<file path="config.mk">
export PLATFORM = sky130hd
export DESIGN_NAME = sr_bank_driver
export DESIGN_NICKNAME = d
export VERILOG_FILES = /design/src/rtl/sr_bank_driver.sv
export SDC_FILE = /design/constraint.sdc
export NUM_CORES = 1
export LEC_CHECK = 0
export BUFFER_PORTS_ARGS = -buffer_cell sky130_fd_sc_hd__buf_2
export CAP_MARGIN = 30
export CORE_MARGIN = 5
export CORE_UTILIZATION = 48
export DETAILED_ROUTE_END_ITERATION = 10
export GPL_TIMING_DRIVEN = 0
export PLACE_DENSITY = 0.76
export RECOVER_POWER = 25
export SETUP_SLACK_MARGIN = 0.05
export SLEW_MARGIN = 25
export SYNTH_ARGS = -nofsm -noshare
export SYNTH_HDL_FRONTEND = slang
export SYNTH_SLANG_ARGS = --single-unit
export TNS_END_PERCENT = 1
</file>
<file path="constraint.sdc">
create_clock -name clk -period 1.7 [get_ports clk]
set_input_delay 0.17 -clock clk [delete_from_list [all_inputs] [get_ports clk]]
set_output_delay 0.17 -clock clk [all_outputs]
set_load 0.05 [all_outputs]
</file>
<file path="src/rtl/sr_bank_driver.sv">
// Drives a bank of SR flip-flops to a target word and verifies it through readback.
// Optional build macro SR_DRV_RETRY_EN enables bounded re-drive after a readback mismatch.
module sr_bank_driver #(
    parameter int unsigned WIDTH     = 8,
    parameter int unsigned MAX_RETRY = 3
) (
    input  logic             clk,
    input  logic             reset,
    input  logic             tgt_valid,
    input  logic [WIDTH-1:0] tgt_data,
    output logic             tgt_ready,
    input  logic [WIDTH-1:0] q_fb,
    output logic [WIDTH-1:0] s,
    output logic [WIDTH-1:0] r,
    output logic             busy,
    output logic             done,
    output logic             err,
    output logic [WIDTH-1:0] err_mask
);

    typedef enum logic [1:0] {
        IDLE   = 2'd0,
        DRIVE  = 2'd1,
        SETTLE = 2'd2,
        CHECK  = 2'd3
    } state_e;

    state_e           state_q, state_d;
    logic [WIDTH-1:0] target_q, target_d;
    logic [WIDTH-1:0] set_q, set_d;
    logic [WIDTH-1:0] clr_q, clr_d;
    logic [WIDTH-1:0] err_mask_q, err_mask_d;
    logic             err_q, err_d;
    logic             match;

`ifdef SR_DRV_RETRY_EN
    localparam int unsigned RW = (MAX_RETRY > 0) ? $clog2(MAX_RETRY + 1) : 1;
    localparam logic [RW-1:0] RETRY_LIMIT = RW'(MAX_RETRY);
    logic [RW-1:0] retry_q, retry_d;
`endif

    assign match = (q_fb == target_q);

    always_comb begin
        state_d    = state_q;
        target_d   = target_q;
        set_d      = set_q;
        clr_d      = clr_q;
        err_d      = err_q;
        err_mask_d = err_mask_q;
`ifdef SR_DRV_RETRY_EN
        retry_d    = retry_q;
`endif
        case (state_q)
            IDLE: begin
                if (tgt_valid) begin
                    target_d   = tgt_data;
                    set_d      = tgt_data & ~q_fb;
                    clr_d      = ~tgt_data & q_fb;
                    err_d      = 1'b0;
                    err_mask_d = '0;
`ifdef SR_DRV_RETRY_EN
                    retry_d    = '0;
`endif
                    // Nothing to set or clear exactly when the bank already holds the target.
                    state_d    = (tgt_data == q_fb) ? CHECK : DRIVE;
                end
            end
            DRIVE:  state_d = SETTLE;
            SETTLE: state_d = CHECK;
            CHECK: begin
                if (match) begin
                    state_d = IDLE;
                end else begin
`ifdef SR_DRV_RETRY_EN
                    if (retry_q < RETRY_LIMIT) begin
                        retry_d = retry_q + 1'b1;
                        set_d   = target_q & ~q_fb;
                        clr_d   = ~target_q & q_fb;
                        state_d = DRIVE;
                    end else begin
                        err_d      = 1'b1;
                        err_mask_d = q_fb ^ target_q;
                        state_d    = IDLE;
                    end
`else
                    err_d      = 1'b1;
                    err_mask_d = q_fb ^ target_q;
                    state_d    = IDLE;
`endif
                end
            end
            default: state_d = IDLE;
        endcase
    end

    always_ff @(posedge clk or posedge reset) begin
        if (reset) begin
            state_q    <= IDLE;
            target_q   <= '0;
            set_q      <= '0;
            clr_q      <= '0;
            err_q      <= 1'b0;
            err_mask_q <= '0;
`ifdef SR_DRV_RETRY_EN
            retry_q    <= '0;
`endif
        end else begin
            state_q    <= state_d;
            target_q   <= target_d;
            set_q      <= set_d;
            clr_q      <= clr_d;
            err_q      <= err_d;
            err_mask_q <= err_mask_d;
`ifdef SR_DRV_RETRY_EN
            retry_q    <= retry_d;
`endif
        end
    end

    // Commands decode from the state register so reset gates them off without a clock edge.
    assign s         = (state_q == DRIVE) ? set_q : '0;
    assign r         = (state_q == DRIVE) ? clr_q : '0;
    assign tgt_ready = (state_q == IDLE);
    assign busy      = (state_q != IDLE);
    assign done      = (state_q == CHECK) && match;
    assign err       = err_q;
    assign err_mask  = err_mask_q;

endmodule

</file>
==> results.txt <==
The power density relative to cell area came out at 1790 mW/mm2. The critical path is of the reg -> out type. The synthesized netlist contains 23 unique library cells. 47 I/O pins were placed.

After synthesis the cells add up to 0.00194 mm2. Data on the critical path is required at its endpoint by 1.53 ns. The clock reaches the later pin of the worst-skew pair after 0.29 ns. At the pin with the least slew margin, the transition time is 1.33 ns. The critical path contains buffers and inverters numbering 2 combined. IR analysis of the VDD net gives a maximum drop of 1040 uV. The die covers 0.00541 mm2. The global-route wire length before repair is 7180 um, and the number of logic stages on the critical path including buffering is 6. From bottom edge to top edge, the die measures 73.5 um.

TritonCTS built the clock tree. The final instance area is 0.00260 mm2. Walking the worst path, the cells encountered are xnor2_2 -> nand4_1 -> or2_1 -> buf_6 -> nor2_4 -> buf_8. Across the routed clock network, the largest skew measured is 0.00819 ns. During placement, the flow inserted port buffers numbering 46. The number of setup violations in the final report came out at 1.

The leftover overflow at the end of global routing came out at 0. After detailed routing, the average wire length per cell comes to 14.6 um. In this run, CTS created clock tree buffers numbering 5. The run finished, with violations left. Entering global routing, the biggest net connects 36 pins.

The post-route fraction of the period consumed by the critical path was 105%; the cell leakage power was 0.00132 uW. The worst hold path belongs to the class in -> reg. After clock tree synthesis, the clock-pin slew on the worst setup and hold paths is 0.07 ns.

The number of pins exceeding their max-slew limit in the final report is 0, and the number of synthesis warnings is 0. The area added between synthesis and finish is 34.0%, and the final RePlAce weighted congestion is 0.809. The internal power of the cells totals 2510 uW.

In this run the power spent charging and discharging nets is 2150 uW. Slowest cell on the critical path: sky130_fd_sc_hd__dfrtp_1. The wire length on met2 came out at 2230 um.

Of the synthesized area, sequential elements account for 45.2%. Detailed routing placed a total of 197 um of wire on met3. In the final layout, flip-flops and latches occupy 876 um2.

The run gives 0.07 ns as the minimum setup slack among reg-to-reg paths. The completed layout was analyzed and its total power is 4660 uW. Net switching fraction of the power: 46.1%.

For the worst path arrival time, the log shows 1.61 ns. The number of global-route vias before repair came out at 1,563. After detailed routing, the number of remaining DRC violations is 0. The clock passes through at most 2 buffers. The count of nets after finishing was 287; the number of max-capacitance violations reported was 0. Cell type group with the largest total delay on the critical path: simple AND/OR/NAND/NOR gates.

The global-route usage over all layers is 17.7%, and the HPWL after detailed placement is 3100 um. For this design, the sink count on the clock tree is 35. Timing would allow up to 0.562 GHz. In this run the horizontal extent of the chip is 73.5 um.

Headroom to the max-slew limit came out at 11.4%. The logs give -0.0786 ns for the setup slack after layout and 1850 um for the length of routed wiring on met1. Leaving out filler cells and counting taps, the final layout contains 298. The run gives 23 as the number of placement rows.

In this run the remaining antenna-violating nets after routing total 0. Area occupied by multi-input gates: 0.00106 mm2. The average size of a mapped cell is 10.2 um2, and the peak fanout along the critical path is 2. The number of antenna violations at the first check in global routing was 0.

The layout has 311 filler cells. The proportion of layout cells with a drive suffix above 1 works out to 40.3%. Including well taps, the total number of placed cells is 286. The worst reg-to-reg path cell count works out to 7. STA classifies the critical path endpoint as an output port.

The region available for standard cell placement spans 0.00394 mm2. The highest routed metal layer is met4. Shortest period the worst path allows: 1.78 ns.

STA classifies the critical path startpoint as a flip-flop. Of the total power, the clock network draws 12.5%. The final reports fail on negative setup slack. For this configuration, the core starts out at a cell density of 49.1%. Final number of hold-violating endpoints: 0. The synthesized design contains 35 register bits.

The run gives 4340 um as the routed wire length. Counting instances, the worst hold path has a depth of 3. Summing all placed instances gives a cell area of 0.00223 mm2. Per report_power, the sequential group accounts for 30.9% of the total. The logs give 56.6% for the combinational share of power and 190 for the number of standard cells after synthesis. The violation count after the first detailed-routing iteration is 119, and the number of nets produced by synthesis is 230.

Using the TritonRoute via totals, the vias-per-cell ratio works out to 5.15. Clock tree synthesis selected as its root buffer the cell sky130_fd_sc_hd__clkbuf_8. Setup repair after global routing could not meet its margin everywhere.

For this run, the detailed router's first-pass iteration total came to 4. For this block, the via count after detailed routing is 1,534. The number of antenna diodes in the final layout is 0. The H-tree generated during clock tree synthesis spans 2 levels. The largest single stage delay on the critical path is 0.41 ns.
cell type report:
cell class | instances | area share [%]
multi-input combinational | 127 | 40.7
buffer | 7 | 2.65
tap | 50 | 2.41
clock inverter | 1 | 0.193
inverter | 21 | 3.23
sequential | 35 | 33.7
timing repair buffer | 50 | 14.1
clock buffer | 7 | 2.94
synthesized netlist by cell type (all sizes together):
| library cell | instances | area (um2) |
|---|---|---|
| dfrtp | 35 | 876 |
| ha | 21 | 263 |
| inv | 20 | 75.1 |
| nand2 | 18 | 67.6 |
| o21ai | 18 | 90.1 |
| and2 | 16 | 100 |
| mux2 | 16 | 180 |
| a21oi | 8 | 40.0 |
| nor3 | 8 | 40.0 |
| xnor2 | 8 | 70.1 |
| buf | 5 | 33.8 |
| nand4 | 4 | 25.0 |
| nor2 | 3 | 11.3 |
| clkbuf | 2 | 7.51 |
| nand2b | 2 | 12.5 |
| a31oi | 1 | 6.26 |
| a32o | 1 | 10.0 |
| clkinv | 1 | 3.75 |
| mux2i | 1 | 13.8 |
| nand3 | 1 | 5.00 |
| or2 | 1 | 6.26 |
layer usage:
metal | vias up | GRT usage (%)
met5 | - | 0
met2 | 34 | 29.2
met3 | 8 | 5.75
li1 | 741 | -
met1 | 751 | 21.9
met4 | 0 | 5.43
worst min-delay path, stage by stage:
cell                      delay [ns]
sky130_fd_sc_hd__buf_2          0.11
sky130_fd_sc_hd__inv_1          0.06
sky130_fd_sc_hd__o21ai_0        0.08
final timing paths:
kind / startpoint / endpoint
worst max-delay path: target_q[1]$_DFFE_PP0P_ / done
worst min-delay path: tgt_data[0] / target_q[0]$_DFFE_PP0P_
worst max register to register: state_q[1]$_DFFE_PP0P_ / err_mask[0]$_DFFE_PP0P_
worst min register to register: set_q[5]$_DFFE_PP0P_ / set_q[5]$_DFFE_PP0P_
max in group asynchronous: reset / target_q[7]$_DFFE_PP0P_
min in group asynchronous: reset / err_mask[3]$_DFFE_PP0P_
registers in the layout, summed over array words and instances (netlist names):
name and count:
target_q 8, err_mask 8, clr_q 8, err 1, set_q 8, state_q 2
repair_timing:
action | CTS | global route
pin swaps | 9 | 7
hold buffers | 0 | 0
gates resized for setup | 45 | 27
buffers inserted | 3 | 1
endpoints found under the setup margin | 36 | 37
stage by stage:
| stage | util, % | hold slack [ns] | TNS, ns | setup slack [ns] |
|---|---|---|---|---|
| after global placement | 56.7 | 0.469 | -0.903 | -0.106 |
| after global routing | 65.9 | 0.176 | -0.463 | -0.144 |
| after detailed placement | 56.7 | 0.344 | -0.802 | -0.0919 |
| after CTS | 64.1 | 0.0310 | -0.0441 | -0.0394 |
| final | 65.9 | 0.171 | -0.0786 | -0.0786 |
| after floorplan | - | 0.324 | -0.245 | -0.121 |
cells in the final DEF, fill, tap and decap left out, types with 7 or more instances in the layout:
cell type                 netlist  final
sky130_fd_sc_hd__a21oi_1        8      8
sky130_fd_sc_hd__and2_1        16     11
sky130_fd_sc_hd__buf_2          3     29
sky130_fd_sc_hd__buf_4          1      9
sky130_fd_sc_hd__buf_6          1      8
sky130_fd_sc_hd__buf_8          0      7
sky130_fd_sc_hd__dfrtp_1       35     35
sky130_fd_sc_hd__ha_1          21     18
sky130_fd_sc_hd__inv_1         20     18
sky130_fd_sc_hd__mux2_2        16     16
sky130_fd_sc_hd__nand2_1       18     18
sky130_fd_sc_hd__nor3_1         8      8
sky130_fd_sc_hd__o21ai_0       18     17
sky130_fd_sc_hd__xnor2_2        0      8
power groups by stage:
stage | Clock, uW | Combinational [uW] | Sequential, uW
final | 583 | 2640 | 1440
after global routing | 636 | 2840 | 1490
after CTS | 598 | 2530 | 1430
after detailed placement | 0 | 2200 | 1420
after global placement | 0 | 2160 | 1400
after floorplan | 0 | 1380 | 1710
logic make-up after synthesis:
family	synth area share (%)
AO/OA/AOI/OAI	7.56
XOR/XNOR	3.62
adder cells (fa/ha/maj)	13.6
buffers and inverters	6.20
flip-flops	45.2
multiplexers	10.0
AND/OR/NAND/NOR	13.8
(Power assumes the default switching activity.)
